## config.mk

```make
export PLATFORM = sky130hd
export DESIGN_NAME = ir_sensor_intf
export DESIGN_NICKNAME = d
export VERILOG_FILES = /design/src/rtl/ir_sensor_intf_pkg.sv /design/src/rtl/ir_sensor_intf_opn_hyst.sv /design/src/rtl/ir_sensor_intf.sv
export SDC_FILE = /design/constraint.sdc
export NUM_CORES = 1
export LEC_CHECK = 0
export BUFFER_PORTS_ARGS = -buffer_cell sky130_fd_sc_hd__buf_2
export CORE_MARGIN = 1.5
export CORE_UTILIZATION = 57
export CTS_CLUSTER_DIAMETER = 60
export DETAILED_ROUTE_END_ITERATION = 7
export PLACE_DENSITY = 0.81
export SLEW_MARGIN = 20
export SYNTH_ARGS = -nofsm -noshare
export SYNTH_HDL_FRONTEND = slang
export SYNTH_SLANG_ARGS = --single-unit
```

## constraint.sdc

```tcl
create_clock -name clk -period 4.73 [get_ports clk]
set_clock_uncertainty 0.1 [all_clocks]
set_input_delay 0 -clock clk [delete_from_list [all_inputs] [get_ports clk]]
set_output_delay 0 -clock clk [all_outputs]
set_load 0.1 [all_outputs]
```

## src/rtl/ir_sensor_intf_pkg.sv

```systemverilog
// ir_pkg: shared types and constants for the IR sensor interface.
//   ir_state_t   - conversion-round FSM states
//   CMD_CHNL_LSB - bit position of the 3-bit channel field in the SPI command
//   ir_cmd()     - builds a command word {2'b00, chnl, 11'h000}
//   DTRM_MAX/MIN - saturation bounds of the IR derivative output
package ir_pkg;

    typedef enum logic [3:0] {
        IDLE,
        CMD_L1,
        WAIT_L1,
        CMD_L2,
        WAIT_L2,
        CMD_R1,
        WAIT_R1,
        CMD_R2,
        WAIT_R2,
        UPDATE
    } ir_state_t;

    localparam int CMD_CHNL_LSB = 11;

    localparam int DTRM_MAX = 255;
    localparam int DTRM_MIN = -256;

    function automatic logic [15:0] ir_cmd(input logic [2:0] chnl);
        logic [15:0] c;
        c = '0;
        c[CMD_CHNL_LSB +: 3] = chnl;
        return c;
    endfunction

endpackage

```

## src/rtl/ir_sensor_intf_opn_hyst.sv

```systemverilog
// ir_opn_hyst: per-side "open" detector with hysteresis.
//   clk, rst  - clock, synchronous active-high reset (flag resets to open)
//   upd       - load the evaluated flag this cycle
//   sample    - new 12-bit reading
//   opn       - registered open flag
//   opn_nxt   - flag value that upd would load (used by the derivative gating)
module ir_opn_hyst #(
    parameter logic [11:0] THRES = 12'h600,
    parameter logic [11:0] HYST  = 12'h040
) (
    input  logic        clk,
    input  logic        rst,
    input  logic        upd,
    input  logic [11:0] sample,
    output logic        opn,
    output logic        opn_nxt
);

    localparam logic [11:0] SET_LVL = THRES - HYST;
    localparam logic [11:0] CLR_LVL = THRES + HYST;

    always_comb begin
        opn_nxt = opn;
        if (sample < SET_LVL) begin
            opn_nxt = 1'b1;
        end else if (sample > CLR_LVL) begin
            opn_nxt = 1'b0;
        end
    end

    always_ff @(posedge clk) begin
        if (rst) begin
            opn <= 1'b1;
        end else if (upd) begin
            opn <= opn_nxt;
        end
    end

endmodule

```

## src/rtl/ir_sensor_intf.sv

```systemverilog
// ir_sensor_intf: periodically runs a two-channel A2D round over SPI and
// publishes left/right IR readings, open flags and a saturated derivative.
//   clk, rst  - clock, synchronous active-high reset
//   en        - enables the round timer
//   wrt, cmd  - SPI transaction start pulse and command word
//   done      - SPI transaction complete pulse, rd_data valid with it
//   lft_IR, rght_IR   - latest readings
//   lft_opn, rght_opn - open (no wall) flags
//   IR_Dtrm   - signed derivative of (left - right), saturated to 9 bits
//   IR_vld    - one-cycle pulse, outputs hold the new round's values
module ir_sensor_intf
    import ir_pkg::*;
#(
    parameter int          SAMPLE_PERIOD = 4096,
    parameter logic [2:0]  CH_LFT        = 3'd0,
    parameter logic [2:0]  CH_RGHT       = 3'd1,
    parameter logic [11:0] OPN_THRES     = 12'h600,
    parameter logic [11:0] OPN_HYST      = 12'h040
) (
    input  logic        clk,
    input  logic        rst,
    input  logic        en,
    output logic        wrt,
    output logic [15:0] cmd,
    input  logic        done,
    input  logic [15:0] rd_data,
    output logic [11:0] lft_IR,
    output logic [11:0] rght_IR,
    output logic        lft_opn,
    output logic        rght_opn,
    output logic [8:0]  IR_Dtrm,
    output logic        IR_vld
);

    localparam int TW = $clog2(SAMPLE_PERIOD);
    localparam logic [TW-1:0]        T_LAST  = TW'(SAMPLE_PERIOD - 1);
    localparam logic signed [13:0]   RAW_MAX = 14'(DTRM_MAX);
    localparam logic signed [13:0]   RAW_MIN = 14'(DTRM_MIN);
    localparam logic signed [8:0]    DT_MAX  = 9'(DTRM_MAX);
    localparam logic signed [8:0]    DT_MIN  = 9'(DTRM_MIN);

    logic [TW-1:0] timer;
    logic          trigger;
    ir_state_t     state, state_nxt;

    logic [11:0]        lft_smp;
    logic [11:0]        rght_new;
    logic               upd;
    logic               lft_opn_nxt, rght_opn_nxt;
    logic signed [12:0] diff, prev_diff;
    logic signed [13:0] raw;
    logic               prev_valid;
    logic [8:0]         dtrm_nxt;
    logic               unused_rd_hi;

    assign unused_rd_hi = ^rd_data[15:12];

    // Round timer: held at 0 while disabled; the wrap cycle is the trigger.
    assign trigger = en && (timer == T_LAST);

    always_ff @(posedge clk) begin
        if (rst || !en || trigger) begin
            timer <= '0;
        end else begin
            timer <= timer + TW'(1);
        end
    end

    always_ff @(posedge clk) begin
        if (rst) begin
            state <= IDLE;
        end else begin
            state <= state_nxt;
        end
    end

    always_comb begin
        state_nxt = state;
        wrt       = 1'b0;
        cmd       = '0;
        IR_vld    = 1'b0;
        case (state)
            IDLE:    if (trigger) state_nxt = CMD_L1;
            CMD_L1:  begin wrt = 1'b1; cmd = ir_cmd(CH_LFT);  state_nxt = WAIT_L1; end
            WAIT_L1: if (done) state_nxt = CMD_L2;
            CMD_L2:  begin wrt = 1'b1; cmd = ir_cmd(CH_LFT);  state_nxt = WAIT_L2; end
            WAIT_L2: if (done) state_nxt = CMD_R1;
            CMD_R1:  begin wrt = 1'b1; cmd = ir_cmd(CH_RGHT); state_nxt = WAIT_R1; end
            WAIT_R1: if (done) state_nxt = CMD_R2;
            CMD_R2:  begin wrt = 1'b1; cmd = ir_cmd(CH_RGHT); state_nxt = WAIT_R2; end
            WAIT_R2: if (done) state_nxt = UPDATE;
            UPDATE:  begin IR_vld = 1'b1; state_nxt = IDLE; end
            default: state_nxt = IDLE;
        endcase
    end

    always_ff @(posedge clk) begin
        if (rst) begin
            lft_smp <= '0;
        end else if (state == WAIT_L2 && done) begin
            lft_smp <= rd_data[11:0];
        end
    end

    // Output registers load on the final done (the edge entering UPDATE), so
    // every output already carries the new round while IR_vld is high.
    assign upd      = (state == WAIT_R2) && done;
    assign rght_new = rd_data[11:0];

    ir_opn_hyst #(.THRES(OPN_THRES), .HYST(OPN_HYST)) u_lft_hyst (
        .clk     (clk),
        .rst     (rst),
        .upd     (upd),
        .sample  (lft_smp),
        .opn     (lft_opn),
        .opn_nxt (lft_opn_nxt)
    );

    ir_opn_hyst #(.THRES(OPN_THRES), .HYST(OPN_HYST)) u_rght_hyst (
        .clk     (clk),
        .rst     (rst),
        .upd     (upd),
        .sample  (rght_new),
        .opn     (rght_opn),
        .opn_nxt (rght_opn_nxt)
    );

    assign diff = {1'b0, lft_smp} - {1'b0, rght_new};
    assign raw  = {diff[12], diff} - {prev_diff[12], prev_diff};

    always_comb begin
        dtrm_nxt = '0;
        if (!prev_valid || lft_opn_nxt || rght_opn_nxt) begin
            dtrm_nxt = '0;
        end else if (raw > RAW_MAX) begin
            dtrm_nxt = DT_MAX;
        end else if (raw < RAW_MIN) begin
            dtrm_nxt = DT_MIN;
        end else begin
            dtrm_nxt = raw[8:0];
        end
    end

    always_ff @(posedge clk) begin
        if (rst) begin
            lft_IR     <= '0;
            rght_IR    <= '0;
            IR_Dtrm    <= '0;
            prev_diff  <= '0;
            prev_valid <= 1'b0;
        end else if (upd) begin
            lft_IR     <= lft_smp;
            rght_IR    <= rght_new;
            IR_Dtrm    <= dtrm_nxt;
            prev_diff  <= diff;
            prev_valid <= 1'b1;
        end
    end

endmodule
```

# Word level (Yosys, flattened, before mapping)
# Cells that the tools add are included.
[op_classes] addsub=3 multipliers=0 n_div=0 magnitude_cmp=6 n_eq_ne=15 shift=0 muxes=16 n_bitwise=0 n_reduce_logical=13
[ops] cell="$pmux 4 s9" count=1
[ops] cell="$mux 9" count=3
[ops] cell="$gt 12x11->1 const B" count=2
[ops] cell="$lt 12x11->1 const B" count=2
[ops] cell="$mux 4" count=5
[ops] cell="$eq 4x3->1 const B" count=4
[ops] cell="$gt 14x9->1 const B" count=1
[ops] cell="$lt 14x9->1 const B" count=1
[ops] cell="$sub 13x13->14" count=1
[ops] cell="$sub 12x12->13" count=1
[ops] cell="$add 12x1->12 const B" count=1
[ops] cell="$eq 12x12->1 const B" count=1
[ops] cell="$mux 12" count=1
[ops] cell="$ne 2x2->1 const B" count=5
[ops] cell="$eq 4x2->1 const B" count=2
[ops] cell="$eq 4x4->1 const B" count=2
[ops] cell="$mux 1" count=6
[ops] cell="$reduce_and 5->1" count=1
[ops] cell="$eq 4x1->1 const B" count=1
[ops] cell="$logic_not 4->1" count=1
[ops] cell="$logic_or 1x1->1" count=4
[ops] cell="$reduce_or 4->1" count=1
[ops] cell="$logic_and 1x1->1" count=3
[ops] cell="$logic_not 1->1" count=2
[ops] cell="$reduce_or 2->1" count=1
[word_totals] ff_bits=77 latch_bits=0 mem_bits_rw=0 romBits=0 input_bits=20 wordCells=63 n_memories=0

# Logic depth before layout (Yosys ltp)
[logic_depth] ltp_word=6 mapped_depth=19

# Cells and area by module
# From an unflattened synthesis, not the netlist that was laid out.
[unflattened] cells_unflattened=554 hier_area_um2=4395.5
[modules_own_cells] mod="ir_sensor_intf" n_inst=1 cells_each=520 area_each_um2=4175.3 seq_area_each_um2=1501.4
[modules_own_cells] mod="ir_opn_hyst" n_inst=2 cells_each=17 area_each_um2=110.1 seq_area_each_um2=20.0

# Worst setup path after synthesis
# No wires, ideal clock.
[synth_timing] path_kind="reg2reg" start="reg lft_smp[0]" end="reg IR_Dtrm[2]" setup_ns=0.122 arrival_time_ns=3.871 required_time_ns=4.508 slack_ns=0.638 path_stages_with_launch=19 n_path_buf=0 period_less_slack_ns=4.092 path_cell_list="dfxtp_1 -> inv_1 -> ha_1 -> fa_1 -> nor2b_1 -> o21ai_0 -> a21boi_0 -> o21ai_1 -> nor2b_1 -> xnor2_1 -> ha_1 -> a21o_1 -> or3_1 -> o21ai_2 -> a2111oi_0 -> or3_1 -> a41oi_1 -> nor3_2 -> a221o_1"
[synth_between] elab_chain_len=6 elab_cells_between_ends=13 cone_classes="add/sub (2); order compare (4); mux (5); reduce/logical (2)"
[synth_lines] element="start, declared" line="ir_sensor_intf.sv:46" text="logic [11:0] lft_smp;"
[synth_lines] element="start signal, assigned" line="ir_sensor_intf.sv:101" text="lft_smp <= rd_data[11:0];"
[synth_lines] element="$sub 12x12->13 (*)" line="ir_sensor_intf.sv:128" text="assign diff = {1'b0, lft_smp} - {1'b0, rght_new};"
[synth_lines] element="net diff[6]" line="ir_sensor_intf.sv:50" text="logic signed [12:0] diff, prev_diff;"
[synth_lines] element="$sub 13x13->14 (*)" line="ir_sensor_intf.sv:129" text="assign raw = {diff[12], diff} - {prev_diff[12], prev_diff};"
[synth_lines] element="$lt 14x9->1" line="ir_sensor_intf.sv:137" text="end else if (raw < RAW_MIN) begin"
[synth_lines] element="$mux 9" line="ir_sensor_intf.sv:137"
[synth_lines] element="$mux 9 (*)" line="ir_sensor_intf.sv:135" text="end else if (raw > RAW_MAX) begin"
[synth_lines] element="$mux 9 (*)" line="ir_sensor_intf.sv:133" text="if (!prev_valid || lft_opn_nxt || rght_opn_nxt) begin"
[synth_lines] element="end signal, assigned" line="ir_sensor_intf.sv:154" text="IR_Dtrm <= dtrm_nxt;"
[synth_lines] element="end, declared" line="ir_sensor_intf.sv:31" text="output logic [8:0] IR_Dtrm,"
# The timed path passes the listed nets; every way through them passes the cells marked *.
# A chain may end at the register's enable or synchronous reset.

# Worst setup path in the final report
[layout_timing] start="reg lft_smp[0]" end="reg IR_Dtrm[1]"
# Same word-level chain as after synthesis.

==> impl_metrics.env <==
export IMPL_outcome="completed"
export IMPL_nNetsFinal=656
export IMPL_globalRouteOverflowTotal=0
export IMPL_switching_share=0.283
export IMPL_insertion_delay_ns=0.35
export IMPL_power_density_mw_per_mm2=279
export IMPL_ys_async_sr_fraction=0
export IMPL_cts_path_max_buffers=2
export IMPL_clock_sinks=77
export IMPL_critPathArrivalTime_ns=4.63
export IMPL_fp_dieW_um=90.6
export IMPL_io_pins=73
export IMPL_post_route_period_util=0.958
export IMPL_hold_class="input port to flip-flop"
export IMPL_combPwrFrac=0.150
export IMPL_htree_levels=3
export IMPL_tritoncts="done"
export IMPL_worst_slew_pin_transition_ns=0.832
export IMPL_place_ws_ns=0.140
export IMPL_grt_pass1_wl_um=17100
export IMPL_cts_buffers_inserted=9
export IMPL_syn_area_mm2=0.00437
export IMPL_vias=4039
export IMPL_drtIter0Drc=253
export IMPL_ant_nets=0
export IMPL_num_rows=31
export IMPL_area_growth_pct=16.3
export IMPL_ys_seq_area_frac=0.353
export IMPL_grt_max_degree=64
export IMPL_whs_ns=0.0777
export IMPL_crit_buf_inv=2
export IMPL_period_minus_slack_ns=4.53
export IMPL_fmax_mhz=221
export IMPL_viasPerCell=5.67
export IMPL_avgSynthCellArea_um2=8.04
export IMPL_synth_edff_count=0
export IMPL_start_kind="flip-flop"
export IMPL_clock_tree_root_cell="clkbuf_8"
export IMPL_yosys_warnings=0
export IMPL_p_seq_frac=0.458
export IMPL_timing_rr_start="lft_smp[0]$_SDFFE_PP0P_"
export IMPL_wl_per_cell_um=14.3
export IMPL_p_int_mw=1.02
export IMPL_crit_type="flip-flop to flip-flop"
export IMPL_drv_cap=0
export IMPL_fin_ws_ns=0.201
export IMPL_drive_gt1_frac=0.160
export IMPL_die_y_um=90.6
export IMPL_hold_violations=0
export IMPL_place_inst=679
export IMPL_critPathCaptureType="flip-flop"
export IMPL_hpwl_um=7040
export IMPL_setup_violations_final=0
export IMPL_worst_path_max_fanout=4
export IMPL_coreArea_mm2=0.00733
export IMPL_diodes=0
export IMPL_peakVddDrop_mv=0.219
export IMPL_io_buffer_count=53
export IMPL_clkSlewWorstSetupHoldPaths_ns=0.08
export IMPL_syn_inst=544
export IMPL_required_ns=4.83
export IMPL_p_leak_nw=2.07
export IMPL_switching_power_mw=0.401
export IMPL_first_pass_iters=5
export IMPL_power_frac_clock=0.392
export IMPL_die_area_mm2=0.00821
export IMPL_synth_cell_type_count=63
export IMPL_fin_cells=712
export IMPL_drv_slew=0
export IMPL_slew_headroom=0.444
export IMPL_timing_critical_path_from="lft_smp[0]$_SDFFE_PP0P_"
export IMPL_cp_top_family="compound AO/OA/AOI/OAI gates"
export IMPL_path_cells="inv_1 > ha_1 > fa_2 > nor2b_1 > o21ai_1 > a21boi_1 > o21ai_2 > nor2b_1 > xnor2_1 > ha_1 > a21o_1 > or3_1 > o21ai_2 > a31oi_1 > o311a_1 > o41ai_4 > buf_4 > a211o_1 > a21oi_1"
export IMPL_antenna_found_initial=0
export IMPL_post_route_util=0.693
export IMPL_ys_flop_type="dfxtp_1"
export IMPL_hold_path_startpoint="en"
export IMPL_yosys_register_bits=77
export IMPL_start_util=0.597
export IMPL_max_stage_delay_ns=0.52
export IMPL_place_congestion=0.859
export IMPL_crit_path_top_delay_cell="o41ai_4"
export IMPL_grt_pass1_vias=3817
export IMPL_track_usage=0.254
export IMPL_detail_route_wirelength_um=10200
export IMPL_drc=0
## per-layer routing
layer / vias up / routed length, µm / global-route usage
met1: 1914 / 4400 / 0.311
met2: 123 / 5010 / 0.429
met5: - / 0 / 0
li1: 1984 / - / -
met3: 18 / 516 / 0.0539
met4: 0 / 231 / 0.107
## metrics by stage
step | instance area [µm²] | setup TNS, ns | power (mW)
2_1_floorplan | 4430 | 0 | 0.834
3_3_place_gp | 4660 | 0 | 0.856
3_5_place_dp | 4660 | 0 | 0.860
4_1_cts | 5010 | 0 | 1.42
5_1_grt | 5080 | -0.0436 | 1.47
6_report | 5080 | 0 | 1.42
## cells in the mapped netlist (6+ instances only)
cell / n / area share
nor2_1: 48 / 0.041
a21o_1: 6 / 0.010
nand2_1: 87 / 0.075
a21oi_1: 53 / 0.061
inv_1: 35 / 0.030
mux2i_1: 13 / 0.030
nor2b_1: 7 / 0.010
buf_4: 15 / 0.026
nor3_1: 18 / 0.021
clkbuf_1: 17 / 0.015
and3_1: 6 / 0.0086
xnor2_1: 15 / 0.030
ha_1: 26 / 0.074
a221o_1: 6 / 0.014
dfxtp_1: 77 / 0.35
nand3_1: 8 / 0.0092
xor2_1: 11 / 0.022
a211oi_1: 7 / 0.012
o21ai_0: 12 / 0.014
## logic make-up after synthesis
group / share of synthesized area
other: 0.000858
AOI/OAI and AO/OA: 0.196
adders and majority gates: 0.0835
xor gates and xnor gates: 0.0521
DFF: 0.353
and+or+nand+nor: 0.211
muxes: 0.0298
buffers and inverters: 0.0741
## power by group through the flow
stage | logic [mW] | clock network, mW | registers, mW
finish | 0.213 | 0.555 | 0.649
global route | 0.230 | 0.594 | 0.649
CTS | 0.205 | 0.566 | 0.649
detailed placement | 0.196 | 0 | 0.664
global placement | 0.192 | 0 | 0.664
floorplan | 0.170 | 0 | 0.664
## layout by cell type, fill, tap and decap left out, types with 6 or more instances in the layout
master	Yosys	final
nand2_1	87	87
dfxtp_1	77	76
a21oi_1	53	53
buf_2	1	53
nor2_1	48	47
inv_1	35	35
ha_1	26	26
nor3_1	18	17
xnor2_1	15	15
conb_1	1	15
mux2i_1	13	13
dlygate4sd3_1	0	13
o21ai_0	12	11
xor2_1	11	11
clkbuf_8	0	9
nand3_1	8	8
buf_4	15	8
nor2b_1	7	7
a21o_1	6	6
and3_1	6	6
a221o_1	6	6
## path summary, 6_finish.rpt
path	depth (start not counted)	endpoint	slack, ns
worst max register to register	19	IR_Dtrm[1]$_SDFFE_PP0P_	0.20
worst min register to register	2	prev_diff[2]$_SDFFE_PP0P_	0.35
worst min-delay path	5	state[0]$_SDFFE_PP0P_	0.08
worst max-delay path	19	IR_Dtrm[1]$_SDFFE_PP0P_	0.20
## worst register-to-register path: stages, from the launching register on
cell,delay [ns]
dfxtp_2,0.35
inv_1,0.04
ha_1,0.20
fa_2,0.36
nor2b_1,0.12
o21ai_1,0.08
a21boi_1,0.20
o21ai_2,0.11
nor2b_1,0.15
xnor2_1,0.23
ha_1,0.30
a21o_1,0.22
or3_1,0.34
o21ai_2,0.17
a31oi_1,0.11
o311a_1,0.40
o41ai_4,0.52
buf_4,0.19
a211o_1,0.14
a21oi_1,0.07
## final cells by class
cell class | count | area (µm²)
sequential | 77 | 1540
clock inverter | 6 | 93.8
inverter | 36 | 135
timing repair buffer | 74 | 455
multi-input combinational | 410 | 2610
clock buffer | 10 | 128
tap | 99 | 124
fill | 588 | 2250
## repair_timing
| action | CTS | global route |
|---|---|---|
| endpoints found under the hold margin | 27 | 0 |
| gates resized for setup | 0 | 10 |
| buffers inserted | 0 | 4 |
| setup endpoints to repair | 0 | 8 |
| hold buffers | 13 | 0 |
## registers in the layout (all words and copies together) (netlist names)
| register | cells |
|---|---|
| IR_Dtrm | 9 |
| prev_valid | 1 |
| state | 4 |
| u_lft_hyst.opn | 1 |
| rght_IR | 12 |
| prev_diff | 13 |
| u_rght_hyst.opn | 1 |
| lft_IR | 12 |
| lft_smp | 12 |
| timer | 12 |
Note: power is estimated with default switching activity, not from simulation.
